## src/rtl/bus_arbiter_pkg.sv

```systemverilog
`default_nettype none
// ============================================================================
// Package     : bus_pkg
// Description : Shared encodings for the master/SDRAM bus: Control-word field
//               positions, transfer status codes and arbiter state encodings.
//               Imported by the arbiter, its round-robin picker and the bus
//               interface.
// Revision    : 1.0 - initial release
// ============================================================================
package bus_pkg;

    // Bus widths
    localparam int CTRL_W = 9;
    localparam int ADDR_W = 32;
    localparam int DATA_W = 32;

    // Control word layout: [8:7] status, [6:3] burst, [2:1] size, [0] write
    localparam int CTRL_STATUS_HI = 8;
    localparam int CTRL_STATUS_LO = 7;
    localparam int CTRL_BURST_HI  = 6;
    localparam int CTRL_BURST_LO  = 3;
    localparam int CTRL_SIZE_HI   = 2;
    localparam int CTRL_SIZE_LO   = 1;
    localparam int CTRL_WE_BIT    = 0;

    // Transfer status carried in Control[8:7]
    typedef enum logic [1:0] {
        STATUS_START = 2'b00,
        STATUS_CONT  = 2'b01,
        STATUS_IDLE  = 2'b10,
        STATUS_BUSY  = 2'b11
    } status_e;

    // Control word presented to the slave when nobody owns the bus
    localparam logic [CTRL_W-1:0] CTRL_BUS_IDLE = {STATUS_IDLE, 7'b000_0000};

    // Arbiter states
    typedef enum logic [1:0] {
        ARB_IDLE     = 2'd0,
        ARB_GRANT    = 2'd1,
        ARB_HANDOVER = 2'd2
    } arb_state_e;

    // Extract the status field of a Control word
    function automatic status_e ctrl_status(input logic [CTRL_W-1:0] ctrl);
        return status_e'(ctrl[CTRL_STATUS_HI:CTRL_STATUS_LO]);
    endfunction

endpackage : bus_pkg
`default_nettype wire

```

## src/rtl/bus_arbiter_if.sv

```systemverilog
`default_nettype none
// ============================================================================
// Interface   : bus_arbiter_if
// Description : Bundles the request/grant handshake, the packed per-master
//               Control/Address/WData buses and the slave-side bus driven by
//               the arbiter.
//   Req      : per-master bus request          (masters -> arbiter)
//   Ack      : one-hot grant                    (arbiter -> masters)
//   MControl : packed 9-bit Control, master i at [9i+8:9i]
//   MAddress : packed 32-bit Address per master
//   MWData   : packed 32-bit WData per master
//   Ready    : slave ready
//   SControl / SAddress / SWData : bus presented to the slave
//   Owner    : index of current or last owner
//   Overrun  : sticky tenure-violation flag
//   Modports : master = requester/slave environment side, slave = arbiter side
// Revision    : 1.0 - initial release
// ============================================================================
interface bus_arbiter_if #(
    parameter int NUM_MASTERS = 4
);
    import bus_pkg::*;

    localparam int OWNER_W = $clog2(NUM_MASTERS);

    logic [NUM_MASTERS-1:0]        Req;
    logic [NUM_MASTERS-1:0]        Ack;
    logic [CTRL_W*NUM_MASTERS-1:0] MControl;
    logic [ADDR_W*NUM_MASTERS-1:0] MAddress;
    logic [DATA_W*NUM_MASTERS-1:0] MWData;
    logic                          Ready;
    logic [CTRL_W-1:0]             SControl;
    logic [ADDR_W-1:0]             SAddress;
    logic [DATA_W-1:0]             SWData;
    logic [OWNER_W-1:0]            Owner;
    logic                          Overrun;

    modport master (
        output Req, MControl, MAddress, MWData, Ready,
        input  Ack, SControl, SAddress, SWData, Owner, Overrun
    );

    modport slave (
        input  Req, MControl, MAddress, MWData, Ready,
        output Ack, SControl, SAddress, SWData, Owner, Overrun
    );

endinterface : bus_arbiter_if
`default_nettype wire

```

## src/rtl/bus_arbiter_rr_picker.sv

```systemverilog
`default_nettype none
// ============================================================================
// Module      : rr_picker
// Description : Combinational round-robin selector. The search begins at
//               i_last+1 and wraps modulo NUM_REQ, so i_last itself is the
//               lowest-priority candidate. The first set request wins.
//   i_req    : request vector
//   i_last   : index of the previous winner
//   o_winner : selected index (equals i_last when nothing is requested)
//   o_valid  : at least one request is set
// Revision    : 1.0 - initial release
// ============================================================================
module rr_picker #(
    parameter int NUM_REQ = 4,
    parameter int IDX_W   = $clog2(NUM_REQ)
) (
    input  wire logic [NUM_REQ-1:0] i_req,
    input  wire logic [IDX_W-1:0]   i_last,
    output logic      [IDX_W-1:0]   o_winner,
    output logic                    o_valid
);

    int               w_cand;
    logic [IDX_W-1:0] w_cand_idx;

    // Walk candidates from furthest to nearest; the nearest set request is
    // written last and therefore wins.
    always_comb begin
        o_winner   = i_last;
        w_cand     = 0;
        w_cand_idx = '0;
        for (int i = NUM_REQ; i >= 1; i--) begin
            w_cand = int'(i_last) + i;
            if (w_cand >= NUM_REQ) begin
                w_cand = w_cand - NUM_REQ;
            end
            w_cand_idx = IDX_W'(w_cand);
            if (i_req[w_cand_idx]) begin
                o_winner = w_cand_idx;
            end
        end
    end

    assign o_valid = |i_req;

endmodule : rr_picker
`default_nettype wire

```

## src/rtl/bus_arbiter.sv

```systemverilog
`default_nettype none
// ============================================================================
// Module      : bus_arbiter
// Description : Round-robin arbiter for the shared bus between NUM_MASTERS
//               masters and the SDRAM slave. A grant is held for the owner's
//               whole transaction sequence and released only at a transfer
//               boundary (owner drops Req, or reports IDLE status with Ready),
//               followed by one dead handover cycle. The slave bus is the
//               owner's Control/Address/WData, selected by registered state.
//   clk     : bus clock, rising edge
//   reset   : asynchronous, active-low
//   bus     : bus_arbiter_if.slave (Req/Ack handshake, master buses, Ready,
//             slave bus, Owner, Overrun)
//   NUM_MASTERS : number of requesters (2..8)
//   MAX_TENURE  : contended-grant cycles before Overrun is flagged
// Revision    : 1.0 - initial release
// ============================================================================
module bus_arbiter
    import bus_pkg::*;
#(
    parameter int NUM_MASTERS = 4,
    parameter int MAX_TENURE  = 64
) (
    input wire logic     clk,
    input wire logic     reset,
    bus_arbiter_if.slave bus
);

    localparam int OWNER_W = $clog2(NUM_MASTERS);
    localparam int TEN_W   = $clog2(MAX_TENURE + 1);

    localparam logic [OWNER_W-1:0]     OWNER_RST = OWNER_W'(NUM_MASTERS - 1);
    localparam logic [NUM_MASTERS-1:0] ACK_ONE   = {{(NUM_MASTERS-1){1'b0}}, 1'b1};
    localparam logic [TEN_W-1:0]       TEN_MAX   = TEN_W'(MAX_TENURE);

    // ------------------------------------------------------------------
    // Unpack the per-master buses
    // ------------------------------------------------------------------
    logic [CTRL_W-1:0] w_mctrl [NUM_MASTERS];
    logic [ADDR_W-1:0] w_maddr [NUM_MASTERS];
    logic [DATA_W-1:0] w_mdata [NUM_MASTERS];

    generate
        for (genvar g = 0; g < NUM_MASTERS; g++) begin : g_unpack
            assign w_mctrl[g] = bus.MControl[g*CTRL_W +: CTRL_W];
            assign w_maddr[g] = bus.MAddress[g*ADDR_W +: ADDR_W];
            assign w_mdata[g] = bus.MWData[g*DATA_W +: DATA_W];
        end
    endgenerate

    // ------------------------------------------------------------------
    // State
    // ------------------------------------------------------------------
    arb_state_e             state_q,   state_d;
    logic [OWNER_W-1:0]     owner_q,   owner_d;
    logic [NUM_MASTERS-1:0] ack_q,     ack_d;
    logic [TEN_W-1:0]       tenure_q,  tenure_d;
    logic                   overrun_q, overrun_d;

    // ------------------------------------------------------------------
    // Round-robin winner, searched from the last owner + 1
    // ------------------------------------------------------------------
    logic [OWNER_W-1:0] w_pick_idx;
    logic               w_pick_valid;

    rr_picker #(
        .NUM_REQ (NUM_MASTERS),
        .IDX_W   (OWNER_W)
    ) u_rr_picker (
        .i_req    (bus.Req),
        .i_last   (owner_q),
        .o_winner (w_pick_idx),
        .o_valid  (w_pick_valid)
    );

    // Release at a transfer boundary only: the owner withdraws its request,
    // or it reports IDLE while the slave is ready. BUSY or Ready=0 never
    // release the grant.
    logic w_release;
    logic w_others_req;

    assign w_release    = !bus.Req[owner_q] ||
                          ((ctrl_status(w_mctrl[owner_q]) == STATUS_IDLE) && bus.Ready);
    assign w_others_req = |(bus.Req & ~ack_q);

    // ------------------------------------------------------------------
    // Next-state logic
    // ------------------------------------------------------------------
    always_comb begin
        state_d   = state_q;
        owner_d   = owner_q;
        ack_d     = ack_q;
        tenure_d  = tenure_q;
        overrun_d = overrun_q;

        case (state_q)
            ARB_IDLE, ARB_HANDOVER: begin
                if (w_pick_valid) begin
                    state_d  = ARB_GRANT;
                    owner_d  = w_pick_idx;
                    ack_d    = ACK_ONE << w_pick_idx;
                    tenure_d = '0;
                end else begin
                    state_d  = ARB_IDLE;
                end
            end

            ARB_GRANT: begin
                // Only contended cycles count towards tenure
                if (w_others_req && (tenure_q != TEN_MAX)) begin
                    tenure_d = tenure_q + TEN_W'(1);
                end
                if (w_release) begin
                    state_d = ARB_HANDOVER;
                    ack_d   = '0;
                end
            end

            default: begin
                state_d = ARB_IDLE;
                ack_d   = '0;
            end
        endcase

        // Sticky: set in the same edge the counter reaches the limit
        if (tenure_d == TEN_MAX) begin
            overrun_d = 1'b1;
        end
    end

    // ------------------------------------------------------------------
    // State registers
    // ------------------------------------------------------------------
    always_ff @(posedge clk or negedge reset) begin
        if (!reset) begin
            state_q   <= ARB_IDLE;
            owner_q   <= OWNER_RST;
            ack_q     <= '0;
            tenure_q  <= '0;
            overrun_q <= 1'b0;
        end else begin
            state_q   <= state_d;
            owner_q   <= owner_d;
            ack_q     <= ack_d;
            tenure_q  <= tenure_d;
            overrun_q <= overrun_d;
        end
    end

    // ------------------------------------------------------------------
    // Slave-side bus mux. Selected only by registered state and owner, so
    // Req never reaches the slave bus combinationally, and an asynchronous
    // reset idles the bus immediately.
    // ------------------------------------------------------------------
    always_comb begin
        bus.SControl = CTRL_BUS_IDLE;
        bus.SAddress = '0;
        bus.SWData   = '0;
        if (state_q == ARB_GRANT) begin
            bus.SControl = w_mctrl[owner_q];
            bus.SAddress = w_maddr[owner_q];
            bus.SWData   = w_mdata[owner_q];
        end
    end

    assign bus.Ack     = ack_q;
    assign bus.Owner   = owner_q;
    assign bus.Overrun = overrun_q;

endmodule : bus_arbiter
`default_nettype wire

```

## src/flat_wrapper.sv

```systemverilog
// flat-port wrapper written by rule: the top's interface ports become plain ports
module bus_arbiter_flat import bus_pkg::*;
#(
    parameter int NUM_MASTERS = 4,
    parameter int MAX_TENURE  = 64
)
  (clk, reset, bus_Req, bus_MControl, bus_MAddress, bus_MWData, bus_Ready, bus_Ack, bus_SControl, bus_SAddress, bus_SWData, bus_Owner, bus_Overrun);
  bus_arbiter_if #(.NUM_MASTERS(NUM_MASTERS)) bus_i ();
  input wire logic clk;
  input wire logic reset;
  input wire logic [$bits(bus_i.Req)-1:0] bus_Req;
  input wire logic [$bits(bus_i.MControl)-1:0] bus_MControl;
  input wire logic [$bits(bus_i.MAddress)-1:0] bus_MAddress;
  input wire logic [$bits(bus_i.MWData)-1:0] bus_MWData;
  input wire logic [$bits(bus_i.Ready)-1:0] bus_Ready;
  output wire logic [$bits(bus_i.Ack)-1:0] bus_Ack;
  output wire logic [$bits(bus_i.SControl)-1:0] bus_SControl;
  output wire logic [$bits(bus_i.SAddress)-1:0] bus_SAddress;
  output wire logic [$bits(bus_i.SWData)-1:0] bus_SWData;
  output wire logic [$bits(bus_i.Owner)-1:0] bus_Owner;
  output wire logic [$bits(bus_i.Overrun)-1:0] bus_Overrun;
  assign bus_i.Req = bus_Req;
  assign bus_i.MControl = bus_MControl;
  assign bus_i.MAddress = bus_MAddress;
  assign bus_i.MWData = bus_MWData;
  assign bus_i.Ready = bus_Ready;
  assign bus_Ack = bus_i.Ack;
  assign bus_SControl = bus_i.SControl;
  assign bus_SAddress = bus_i.SAddress;
  assign bus_SWData = bus_i.SWData;
  assign bus_Owner = bus_i.Owner;
  assign bus_Overrun = bus_i.Overrun;
  bus_arbiter #(.NUM_MASTERS(NUM_MASTERS), .MAX_TENURE(MAX_TENURE)) u_core (.clk(clk), .reset(reset), .bus(bus_i));
endmodule
```

## config.mk

```make
export PLATFORM = sky130hd
export DESIGN_NAME = bus_arbiter_flat
export DESIGN_NICKNAME = d
export VERILOG_FILES = /design/src/rtl/bus_arbiter_pkg.sv /design/src/rtl/bus_arbiter_if.sv /design/src/rtl/bus_arbiter_rr_picker.sv /design/src/rtl/bus_arbiter.sv /design/src/flat_wrapper.sv
export SDC_FILE = /design/constraint.sdc
export NUM_CORES = 1
export LEC_CHECK = 0
export ABC_AREA = 1
export BUFFER_PORTS_ARGS = -buffer_cell sky130_fd_sc_hd__buf_4
export CORE_AREA = 2 2 147 149
export DETAILED_ROUTE_END_ITERATION = 8
export DIE_AREA = 0 0 149 151
export GPL_ROUTABILITY_DRIVEN = 1
export GPL_TIMING_DRIVEN = 1
export PLACE_DENSITY_LB_ADDON = 0.2
export SLEW_MARGIN = 0
export SYNTH_ARGS = -nofsm -noshare
export SYNTH_HDL_FRONTEND = slang
export SYNTH_SLANG_ARGS = --single-unit
```

## constraint.sdc

```tcl
create_clock -name clk -period 3.3 [get_ports clk]
set_input_delay 0.495 -clock clk [delete_from_list [all_inputs] [get_ports clk]]
set_output_delay 0.495 -clock clk [all_outputs]
set_load 0.05 [all_outputs]
```

==> run metrics <==
total core area ~21000 um2; final net count 1107; share of layout cells above drive strength 1 51.9%; first-pass GRT wire length 29000 um; starting density of the core 13.1%; status finished clean; post-CTS sizing 0; flop and latch count out of synthesis 16; max_slew headroom 66.4%; most frequent cells after synthesis a22oi_1, nand2_1, a21oi_1, clkbuf_1, inv_1; setup bufs post-CTS 0; fill cell count 2348; Overall Global Routing Usage 16.8%; Die Y roughly 150 um; top-count cell post-synth a22oi_1; RSZ-0062 raised after global routing no; WS Path Type reg -> out; Max Fclk 0.361 GHz; Placement Rows 53; wire length per cell between 15 and 20 um; Min Hold Slack a little over 100 ps; Seq. cell area 403 um2; die area 22500 um2; count of different cell masters after synthesis 19; mapped cell area 2720 um2; Routed WL 20700 um; CP Cell Sequence nand2_1 -> inv_2 -> buf_12 -> a22oi_1 -> a21oi_1 -> buf_4; Worst Path Buf+Inv 3; max-cap violation count 0; Async S/R FF share, synth 100%; Final Hold Fails 0; ys flop type dfrtp_1; HPWL reported at the end of detailed placement 17300 um; Power, Total approximately 5800 uW; pwr/cell area between 900 and 1000 nW/um2; remaining antenna violation count 0; crit path time final about 2800 ps; number of synthesis warnings 0; total congestion overflow 0; reg2reg setup slack 1040 ps; Area Growth Syn to Fin 121%; Synth area leaders a22oi_1, a21oi_1, dfrtp_1, nand2_1, clkbuf_1; Required @ worst endpoint 2800 ps; CP Max Fanout 33; total nets after synthesis about 740; CTS tree built; mean area per synthesized cell 6.15 um2; Clock Sinks 16; Cells after Synth ~440; area leader, netlist a22oi_1; clk_lat worst skew 250 ps; Leakage Power about 0.0030 uW; Clock Pin Slew Worst Setup and Hold Paths 50 ps; post-synth top area share 39.4%; CP top delay family buffers and inverters; Hold Crit Class in -> async; Worst path max stage delay 630 ps; via/cell ratio about 4.5; Critical Path Sink Type primary output; Final Skew approximately 1.4 ps; gpl congestion 0.825; ANT cells 0; Final setup viols 0; largest net degree at the start of global routing 34; buffer depth of the longest clock path 2; VDD IR-drop max 389 uV; switching share of power 64.5%; drt pass-1 iters 5; H-tree depth 1; Slew Limit Fails 0; hold buffer count at cts 0; setup TNS 0 ps; worst-margin pin slew ~500 ps; DRC violations left 0; Logic pwr share 89.8%; Initial DRC Count roughly 250; Buffers on Ports 378; area of the multi-input gates 2030 um2; die width 149 um; Worst path slowest cell dfstp_2; I/O Pins ~380; vias in the first global route 4747; Worst Setup Start Kind register; Internal 2070 uW; switching power 3750 uW; Tcrit/Tclk final 84.0%; Clock Power Share 4.5%; initial antenna violation count 1; post-synthesis sequential area ratio 14.8%; via count 4814; Root Driver clkbuf_16; Post-synth EDFFs 0; Num CTS Buffers 3; CP arrival around 2300 ps; Sequential Power Share 5.7%
-- layout by cell type, fill, tap and decap left out, drive strengths merged --
master	n
clkbuf	4
nor2	21
a21oi	73
nand2	78
o21ai	7
nand3b	1
ha	2
nand3	19
inv	38
dfrtp	14
a22oi	143
nand4	6
buf	397
dfstp	2
-- layer usage --
layer / track usage [%] / share of wire [%] / up-vias
li1: - / - / 2381
met1: 21.2 / 40 / 2225
met2: 30.3 / 52 / 196
met3: 3.37 / 6.9 / 10
met4: 1.95 / 0.57 / 2
met5: 0 / 0.077 / -
-- final cells by class --
| cell class | instances | share of cell area, % |
|---|---|---|
| multi-input cells | 350 | 33.8 |
| flip-flops and latches | 16 | 6.70 |
| well taps | 275 | 5.72 |
| clock buffers | 4 | 1.48 |
| repair buffers | 397 | 50.0 |
| inverters | 38 | 2.37 |
-- power by group through the flow --
stage	clock network, uW	registers [uW]	logic (uW)
2_1_floorplan	0	380	3340
3_3_place_gp	0	332	5290
3_5_place_dp	0	335	5280
4_1_cts	270	332	5290
5_1_grt	284	342	5590
6_report	264	332	5230
-- flip-flops by register name, indices dropped and copies added, names as in the netlist --
signal and cells:
u_core.state_q 2, u_core.tenure_q 7, u_core.bus.Ack 4, u_core.bus.Overrun 1, u_core.bus.Owner 2
-- stage by stage --
step                worst slack, ps  utilization (%)  std cells  instance area (um2)
detailed placement              710             28.5       1076                 5930
finish                          527             28.9       1080                 6010
CTS                             443             28.9       1080                 6010
floorplan                       534                -        443                 2720
global placement                774             28.5       1076                 5930
global route                    325             28.9       1080                 6010
-- logic make-up after synthesis --
group	after synthesis	synth area share [%]
AO/OA/AOI/OAI	223	54.1
adder cells (fa/ha/maj)	2	0.919
buffers and inverters	77	10.8
flip-flops	16	14.8
AND/OR/NAND/NOR	125	19.3
-- worst reg2reg max path, delay by kind of cell, from the launching register on --
family	cells	cell delay, ps
AOI/OAI and AO/OA	1	130
buffers and inverters	2	650
DFF	1	700
and+or+nand+nor	7	690
-- path summary, 6_finish.rpt --
kind                                     start                  end  cells after the start
max in group asynchronous                reset  u_core.bus.Owner[0]                      1
min in group clk            u_core.bus.Overrun   u_core.bus.Overrun                      2
min                                      reset   u_core.tenure_q[6]                      1
min reg2reg                 u_core.bus.Overrun   u_core.bus.Overrun                      2
max                        u_core.bus.Owner[1]      bus_SControl[2]                      6
max reg2reg                u_core.bus.Owner[0]    u_core.bus.Ack[1]                     10
No activity file was read; power rests on OpenSTA's default activity.
